### src/rtl/regfile_scoreboard_pkg.sv
// Shared constants for the Stage2 integer register file and its busy scoreboard.
package regfile_scoreboard_pkg;

    localparam int XLEN = 32;
    localparam int NREG = 32;
    localparam int AW   = $clog2(NREG);

    localparam logic [AW-1:0] REG_ZERO = '0;

endpackage

### src/rtl/regfile_scoreboard_dec5to32.sv
// One-hot strobe decoder: 5-bit address to 32 strobes, LSB = address 0, all zero when disabled.
module dec5to32 (
    input  logic        en,
    input  logic [4:0]  addr,
    output logic [31:0] onehot
);

    assign onehot = en ? (32'd1 << addr) : 32'd0;

endmodule

### src/rtl/regfile_scoreboard.sv
// Integer register file with two bypassed combinational read ports, one write port
// and a per-register busy scoreboard set on issue and cleared on writeback.
module regfile_scoreboard
    import regfile_scoreboard_pkg::*;
(
    input  logic            clk,
    input  logic            rst,
    input  logic [AW-1:0]   rs1_addr,
    input  logic [AW-1:0]   rs2_addr,
    output logic [XLEN-1:0] rs1_data,
    output logic [XLEN-1:0] rs2_data,
    output logic            rs1_busy,
    output logic            rs2_busy,
    input  logic            wr_en,
    input  logic [AW-1:0]   wr_addr,
    input  logic [XLEN-1:0] wr_data,
    input  logic            iss_en,
    input  logic [AW-1:0]   iss_rd
);

    localparam logic [NREG-1:0] X0_MASK = {{(NREG-1){1'b0}}, 1'b1};

    logic [XLEN-1:0] regs [NREG];
    logic [NREG-1:0] busy;
    logic [NREG-1:0] wr_dec;
    logic [NREG-1:0] iss_dec;
    logic [NREG-1:0] wr_strobe;
    logic [NREG-1:0] iss_strobe;

    dec5to32 u_wr_dec (
        .en     (wr_en),
        .addr   (wr_addr),
        .onehot (wr_dec)
    );

    dec5to32 u_iss_dec (
        .en     (iss_en),
        .addr   (iss_rd),
        .onehot (iss_dec)
    );

    // x0 is hardwired: its write and issue strobes never fire.
    assign wr_strobe  = wr_dec  & ~X0_MASK;
    assign iss_strobe = iss_dec & ~X0_MASK;

    // NOTE: sequential state uses non-blocking assignments so every register samples
    // pre-edge values; blocking here would make results depend on statement order.
    always_ff @(posedge clk) begin
        if (rst) begin
            // NOTE: the storage array is reset explicitly because reads must return 0
            // after reset; arrays without that requirement are normally left unreset.
            for (int i = 0; i < NREG; i++) begin
                regs[i] <= '0;
            end
            busy <= '0;
        end else begin
            for (int i = 0; i < NREG; i++) begin
                if (wr_strobe[i]) begin
                    regs[i] <= wr_data;
                end
            end
            // Issue is applied after the writeback clear so a same-register issue wins.
            busy <= (busy & ~wr_strobe) | iss_strobe;
        end
    end

    // NOTE: every output of a combinational process gets a default first, so no
    // path through the ifs leaves it unassigned and no latch is inferred.
    always_comb begin
        rs1_data = regs[rs1_addr];
        rs1_busy = busy[rs1_addr];
        if (rs1_addr == REG_ZERO) begin
            rs1_data = '0;
            rs1_busy = 1'b0;
        end else if (wr_en && (wr_addr == rs1_addr)) begin
            rs1_data = wr_data;
            rs1_busy = 1'b0;
        end
    end

    always_comb begin
        rs2_data = regs[rs2_addr];
        rs2_busy = busy[rs2_addr];
        if (rs2_addr == REG_ZERO) begin
            rs2_data = '0;
            rs2_busy = 1'b0;
        end else if (wr_en && (wr_addr == rs2_addr)) begin
            rs2_data = wr_data;
            rs2_busy = 1'b0;
        end
    end

endmodule

### config.mk
export PLATFORM = sky130hd
export DESIGN_NAME = regfile_scoreboard
export DESIGN_NICKNAME = d
export VERILOG_FILES = /design/src/rtl/regfile_scoreboard_pkg.sv /design/src/rtl/regfile_scoreboard_dec5to32.sv /design/src/rtl/regfile_scoreboard.sv
export SDC_FILE = /design/constraint.sdc
export NUM_CORES = 2
export LEC_CHECK = 0
export BUFFER_PORTS_ARGS = -buffer_cell sky130_fd_sc_hd__buf_4
export CORE_UTILIZATION = 48
export CTS_BUF_LIST = sky130_fd_sc_hd__clkbuf_2 sky130_fd_sc_hd__clkbuf_4 sky130_fd_sc_hd__clkbuf_8
export CTS_CLUSTER_DIAMETER = 40
export DETAILED_ROUTE_END_ITERATION = 7
export PLACE_DENSITY = 0.71
export SETUP_SLACK_MARGIN = 0.4
export SYNTH_ARGS = -nofsm -noshare
export SYNTH_HDL_FRONTEND = slang
export SYNTH_SLANG_ARGS = --single-unit
### constraint.sdc
create_clock -name clk -period 2.7 [get_ports clk]
set_clock_uncertainty 0.1 [all_clocks]
set_input_delay 0.405 -clock clk [delete_from_list [all_inputs] [get_ports clk]]
set_output_delay 0.405 -clock clk [all_outputs]
set_load 0.02 [all_outputs]
# [Word level (Yosys, flattened, before mapping)]
# Memory sizes are Yosys's and may differ from the RTL's.
# Index checks and enable logic that the tools add are counted.
# W data, S select, Z words.
[op_classes] bitwise=34 order_cmp=2 n_reduce_logical=4 shift=2 muxes=140 n_eq_ne=2
[op_table] op="$mux W32" n=37
[op_table] op="$mux W1" n=101
[op_table] op="$shl A1 B5 Y32 const A" n=2
[op_table] op="$and A32 B32 Y32" n=1
[op_table] op="$not A32 Y32" n=1
[op_table] op="$or A32 B32 Y32" n=1
[op_table] op="$or A1 B1 Y1" n=31
[op_table] op="$lt A5 B6 Y1 const B" n=2
[op_table] op="$bmux W1 S5" n=2
[op_table] op="$eq A5 B5 Y1" n=2
[op_table] op="$logic_not A5 Y1" n=2
[op_table] op="$logic_and A1 B1 Y1" n=2
[word_totals] inputBits=56 mem_bits_rw=1024 word_cells=186 out_inout_bits=66 reg_bits=32 mem_count=1
[mem_list] memory="regs" words=32 width=32 read_ports=2 rd_ports_with_merged_regs=0 write_ports=32 line_no="regfile_scoreboard.sv:23" rtl="logic [XLEN-1:0] regs [NREG];"

# [Logic depth before layout (Yosys ltp)]
[logic_depth] word_depth=6 mapped_depth=10 ltp_nobuf=5

# [Modules after synthesis]
# Synthesis repeated with hierarchy kept, for this count alone.
[unflattened] hier_cells=3555 area_unflattened_um2=52516.6
[modules_own_cells] mod="regfile_scoreboard" seq_area_each_um2=30409.2 area_per_inst_um2=52048.7 cells_per_inst=3461 n_inst=1
[modules_own_cells] mod="dec5to32" seq_area_each_um2=0.0 area_per_inst_um2=234.0 cells_per_inst=47 n_inst=2

# [Worst setup path after synthesis]
# Ideal clock, no wire load.
[synth_timing] path_type="input to register" startpoint="input port wr_en" endpoint="memory regs[17][0], enable pin" arrival_time_ps=2395 cell_stages=7 setup_time_ps=389 required_ps=2211 setup_slack_ps=-184 path_buffers=3 cell_sequence="clkbuf_1 > nor2b_1 > and2_1 > clkbuf_1 > nand2_1 > clkbuf_1 > nand2_1"
[synth_lines] item="start, declared" line_no="regfile_scoreboard.sv:14" rtl="input logic wr_en,"
[synth_lines] item="end, declared" line_no="regfile_scoreboard.sv:23"

==> impl_metrics.prom <==
# TYPE chip_impl_metric gauge
chip_impl_metric{name="setup_slack",unit="ns"} -0.694
chip_impl_metric{name="place.gp.congestion",unit=""} 0.934
chip_impl_metric{name="dp.final_hpwl",unit="um"} 114000
chip_impl_metric{name="starting_density_of_the_core",unit="%"} 48.4
chip_impl_metric{name="mappedNetlistNets",unit=""} 3384
chip_impl_metric{name="tritoncts.num_buffers",unit=""} 169
chip_impl_metric{name="finalPower",unit="mW"} 39.8
chip_impl_info{name="worstSetupPathType",value="reg2out"} 1
chip_impl_metric{name="total_of_buffers_placed_on_input_and_output_ports",unit=""} 121
chip_impl_metric{name="timing.final.max_slew_violations",unit=""} 0
chip_impl_metric{name="flip_flop_and_latch_count_after_synthesis",unit=""} 1023
chip_impl_metric{name="ys_seq_area_share",unit="%"} 59.6
chip_impl_metric{name="ports_placed_on_the_boundary",unit=""} 122
chip_impl_metric{name="clk_latency",unit="ns"} 0.84
chip_impl_metric{name="clk_pin_slew",unit="ns"} 0.07
chip_impl_metric{name="final_cell_area",unit="mm^2"} 0.0629
chip_impl_metric{name="critical_path_required",unit="ns"} 2.19
chip_impl_metric{name="worstPathArrival",unit="ns"} 2.89
chip_impl_metric{name="post_route_drc",unit=""} 28
chip_impl_metric{name="synth-edff-count",unit=""} 992
chip_impl_metric{name="cpPeakStageDelay",unit="ns"} 0.53
chip_impl_metric{name="static-leakage-power",unit="nW"} 22.0
chip_impl_info{name="postSynth.topFlopCell",value="sky130_fd_sc_hd__edfxtp_1"} 1
chip_impl_metric{name="globalRoute.totalOverflow",unit=""} 0
chip_impl_info{name="crit_path_end_kind",value="output pin"} 1
chip_impl_metric{name="die_height",unit="um"} 328
chip_impl_metric{name="cts_h_tree_depth",unit=""} 4
chip_impl_metric{name="global_route_wire_length_before_repair",unit="um"} 252000
chip_impl_info{name="clockRootBuffer",value="sky130_fd_sc_hd__clkbuf_8"} 1
chip_impl_metric{name="grt_pass1_vias",unit=""} 36186
chip_impl_info{name="failing_checks",value="design-rule violations, negative setup slack"} 1
chip_impl_metric{name="area.growth.synth_to_final",unit="%"} 23.2
chip_impl_metric{name="ys_async_sr_fraction",unit="%"} 0
chip_impl_metric{name="die_area",unit="mm^2"} 0.108
chip_impl_info{name="status",value="finished, violations left"} 1
chip_impl_info{name="path_cells",value="mux4_2, mux4_2, nand3_4, o221ai_4, buf_6, buf_6"} 1
chip_impl_info{name="cp-start-kind",value="flip-flop"} 1
chip_impl_metric{name="ys_warn_count",unit=""} 0
chip_impl_metric{name="clock_sink_count",unit=""} 1023
chip_impl_metric{name="power_density",unit="mW/mm^2"} 633
chip_impl_info{name="post_synth_main_area_contributors",value="sky130_fd_sc_hd__edfxtp_1, sky130_fd_sc_hd__mux4_2, sky130_fd_sc_hd__nor2_1, sky130_fd_sc_hd__mux2_2, sky130_fd_sc_hd__mux2i_1"} 1
chip_impl_metric{name="setup-violations-final",unit=""} 66
chip_impl_metric{name="floorplan.die.width",unit="um"} 328
chip_impl_metric{name="relative_max_transition_margin",unit="%"} 27.6
chip_impl_info{name="path_category_of_the_worst_min_delay_check",value="in2reg"} 1
chip_impl_metric{name="grt_start_max_net_pins",unit=""} 45
chip_impl_metric{name="postRouteWirelength",unit="um"} 178000
chip_impl_metric{name="tightestPinTransition",unit="ns"} 1.08
chip_impl_metric{name="grt_antenna_before_repair",unit=""} 4
chip_impl_info{name="rsz0062_at_grt",value="true"} 1
chip_impl_metric{name="synth_top_area_share",unit="%"} 58.4
chip_impl_metric{name="clk_path_buf_depth",unit=""} 3
chip_impl_metric{name="final-hold-violation-count",unit=""} 0
chip_impl_metric{name="fp-row-count",unit=""} 119
chip_impl_metric{name="firstDrtPassIters",unit=""} 8
chip_impl_metric{name="achievable-frequency",unit="MHz"} 295
chip_impl_metric{name="synth_area",unit="mm^2"} 0.0510
chip_impl_metric{name="post_synth_num_cell_types",unit=""} 55
chip_impl_metric{name="core-area",unit="mm^2"} 0.105
chip_impl_metric{name="critical_path.max_fanout",unit=""} 2
chip_impl_metric{name="drive_gt1_share",unit="%"} 42.4
chip_impl_metric{name="first_iter_violations",unit=""} 5999
chip_impl_info{name="synth_top_area_cell",value="sky130_fd_sc_hd__edfxtp_1"} 1
chip_impl_metric{name="placed_area",unit="mm^2"} 0.0583
chip_impl_metric{name="postSynthCellCount",unit=""} 3328
chip_impl_metric{name="routedWlPerCell",unit="um"} 33.1
chip_impl_metric{name="vdd_drop_max",unit="mV"} 0.480
chip_impl_info{name="slowest_stage",value="sky130_fd_sc_hd__mux4_2"} 1
chip_impl_metric{name="drt.antenna.violating_nets",unit=""} 0
chip_impl_metric{name="maxCapViolations",unit=""} 0
chip_impl_metric{name="via_total_after_detailed_routing",unit=""} 36684
chip_impl_metric{name="min_period_over_period",unit="%"} 126
chip_impl_metric{name="post-route-min-period",unit="ns"} 3.39
chip_impl_info{name="cts_tree",value="yes"} 1
chip_impl_metric{name="routed_via_density",unit=""} 6.82
chip_impl_metric{name="postSynthAreaPerCell",unit="um^2"} 15.3
chip_impl_metric{name="gr-usage-all-layers",unit="%"} 33.2
chip_impl_metric{name="fin_nets",unit=""} 3904
-- per-stage QoR --
step / utilization (%) / worst slack, ns / TNS, ns / cells / hold slack [ns]
after floorplan: - / 0.0735 / 0 / 3328 / 0.340
after global placement: 55.3 / -0.460 / -19.88 / 5023 / 0.353
after detailed placement: 55.3 / -0.462 / -20.18 / 5023 / 0.362
after CTS: 59.4 / -0.680 / -33.21 / 5365 / 0.00285
after global routing: 59.7 / -0.740 / -34.71 / 5376 / 0.0549
final: 59.7 / -0.694 / -30.96 / 5378 / 0.0468
-- layer usage --
layer	track usage, %	wire length, um	vias to the layer above
met4	16.4	9350	6
met3	9.05	25800	570
met1	44.5	62200	18580
li1	-	-	14294
met2	50.2	80800	3234
met5	0.488	111	-
-- what timing repair did --
item                                    CTS  global route
cloned                                    0             0
pin swaps                                63            18
hold buffers                             28             0
gates resized for setup                 108            32
setup buffers                             8             9
endpoints found under the hold margin   269             0
endpoints found under the setup margin   66            68
-- final cells by class --
cell class / instances / area, um^2
antenna: 4 / 10.0
clock buffer: 233 / 2860
clock inverter: 73 / 607
fill: 7799 / 42500
inverter: 61 / 231
multi-input combinational: 1934 / 20200
sequential: 1023 / 30400
tap: 1391 / 1740
timing repair buffer: 659 / 6870
-- power by group --
part	total, mW	leakage, nW	switching (mW)	internal, mW
Clock	14.2	1.83	6.55	7.61
Combinational	6.56	10.4	3.47	3.08
Sequential	19.1	9.77	0.520	18.6
-- registers in the layout (all words and copies together), names as in the netlist --
| signal | cells |
|---|---|
| regs | 992 |
| busy | 31 |
-- kinds of logic after synthesis --
group	count (synthesis)	share of synthesized area, %
multiplexers	649	24.7
AO/OA/AOI/OAI	343	4.98
AND/OR/NAND/NOR	932	7.43
XOR/XNOR	10	0.172
flip-flops	1023	59.6
buffers and inverters	371	3.17
-- cells in the final DEF (no fill, tap or decap), drive strengths merged, types with 22 or more instances in the layout --
| master | Yosys | routed |
|---|---|---|
| mux2i | 84 | 84 |
| a21oi | 46 | 46 |
| buf | 134 | 631 |
| clkinv | 2 | 50 |
| nor2 | 629 | 629 |
| o21ai | 63 | 63 |
| mux4 | 479 | 479 |
| nand2 | 158 | 158 |
| edfxtp | 992 | 992 |
| mux2 | 86 | 86 |
| dfxtp | 31 | 31 |
| a22o | 36 | 36 |
| nor2b | 32 | 32 |
| inv | 59 | 73 |
| nor3 | 57 | 57 |
| clkbuf | 176 | 233 |
| dlygate4sd3 | 0 | 28 |
| o22ai | 33 | 33 |
| a221oi | 77 | 77 |
| nand3 | 22 | 22 |
-- critical path: cells and delay by family, from the launching register on --
kind	cells	cell delay (ns)
compound gates	1	0.17
buf+inv	2	0.30
mux	2	1.00
simple gates	1	0.14
flops	1	0.41
-- final timing paths --
check                         from                   endpoint  slack, ns  depth (start not counted)
max          regs[23][6]$_DFFE_PP_                rs1_data[6]      -0.69                          6
min                    wr_data[25]  regs[5][25]$_SDFFCE_PN0P_       0.05                          4
max reg2reg     busy[2]$_SDFF_PP0_         busy[2]$_SDFF_PP0_       1.44                          3
min reg2reg     busy[5]$_SDFF_PP0_         busy[5]$_SDFF_PP0_       0.38                          2
-- synth_stat cells (4+ instances only) --
cell type                  count
sky130_fd_sc_hd__nand3_1      22
sky130_fd_sc_hd__o21ai_1      11
sky130_fd_sc_hd__a22oi_1       7
sky130_fd_sc_hd__o32ai_1       7
sky130_fd_sc_hd__a22oi_2       8
sky130_fd_sc_hd__a32o_1        7
sky130_fd_sc_hd__nor2_1      629
sky130_fd_sc_hd__o211ai_1     16
sky130_fd_sc_hd__o22ai_1      33
sky130_fd_sc_hd__nor2b_1      32
sky130_fd_sc_hd__o31ai_1       5
sky130_fd_sc_hd__nand2_1     158
sky130_fd_sc_hd__a221oi_1     77
sky130_fd_sc_hd__o221ai_1     14
sky130_fd_sc_hd__a21oi_1      46
sky130_fd_sc_hd__xor2_1        8
sky130_fd_sc_hd__clkbuf_1    176
sky130_fd_sc_hd__buf_2        77
sky130_fd_sc_hd__nor4_1        4
sky130_fd_sc_hd__edfxtp_1    992
sky130_fd_sc_hd__inv_1        58
sky130_fd_sc_hd__and3_1        5
sky130_fd_sc_hd__a22o_1       36
sky130_fd_sc_hd__mux2_2       85
sky130_fd_sc_hd__nor3b_1       6
sky130_fd_sc_hd__dfxtp_1      31
sky130_fd_sc_hd__and2_1        4
sky130_fd_sc_hd__a221o_1      16
sky130_fd_sc_hd__buf_4        18
sky130_fd_sc_hd__mux4_2      479
sky130_fd_sc_hd__buf_6         8
sky130_fd_sc_hd__buf_1        31
sky130_fd_sc_hd__nand2b_1      5
sky130_fd_sc_hd__mux2i_1      84
sky130_fd_sc_hd__nor3_1       57
sky130_fd_sc_hd__o21ai_0      52
Power figures use the tool's default switching activity.
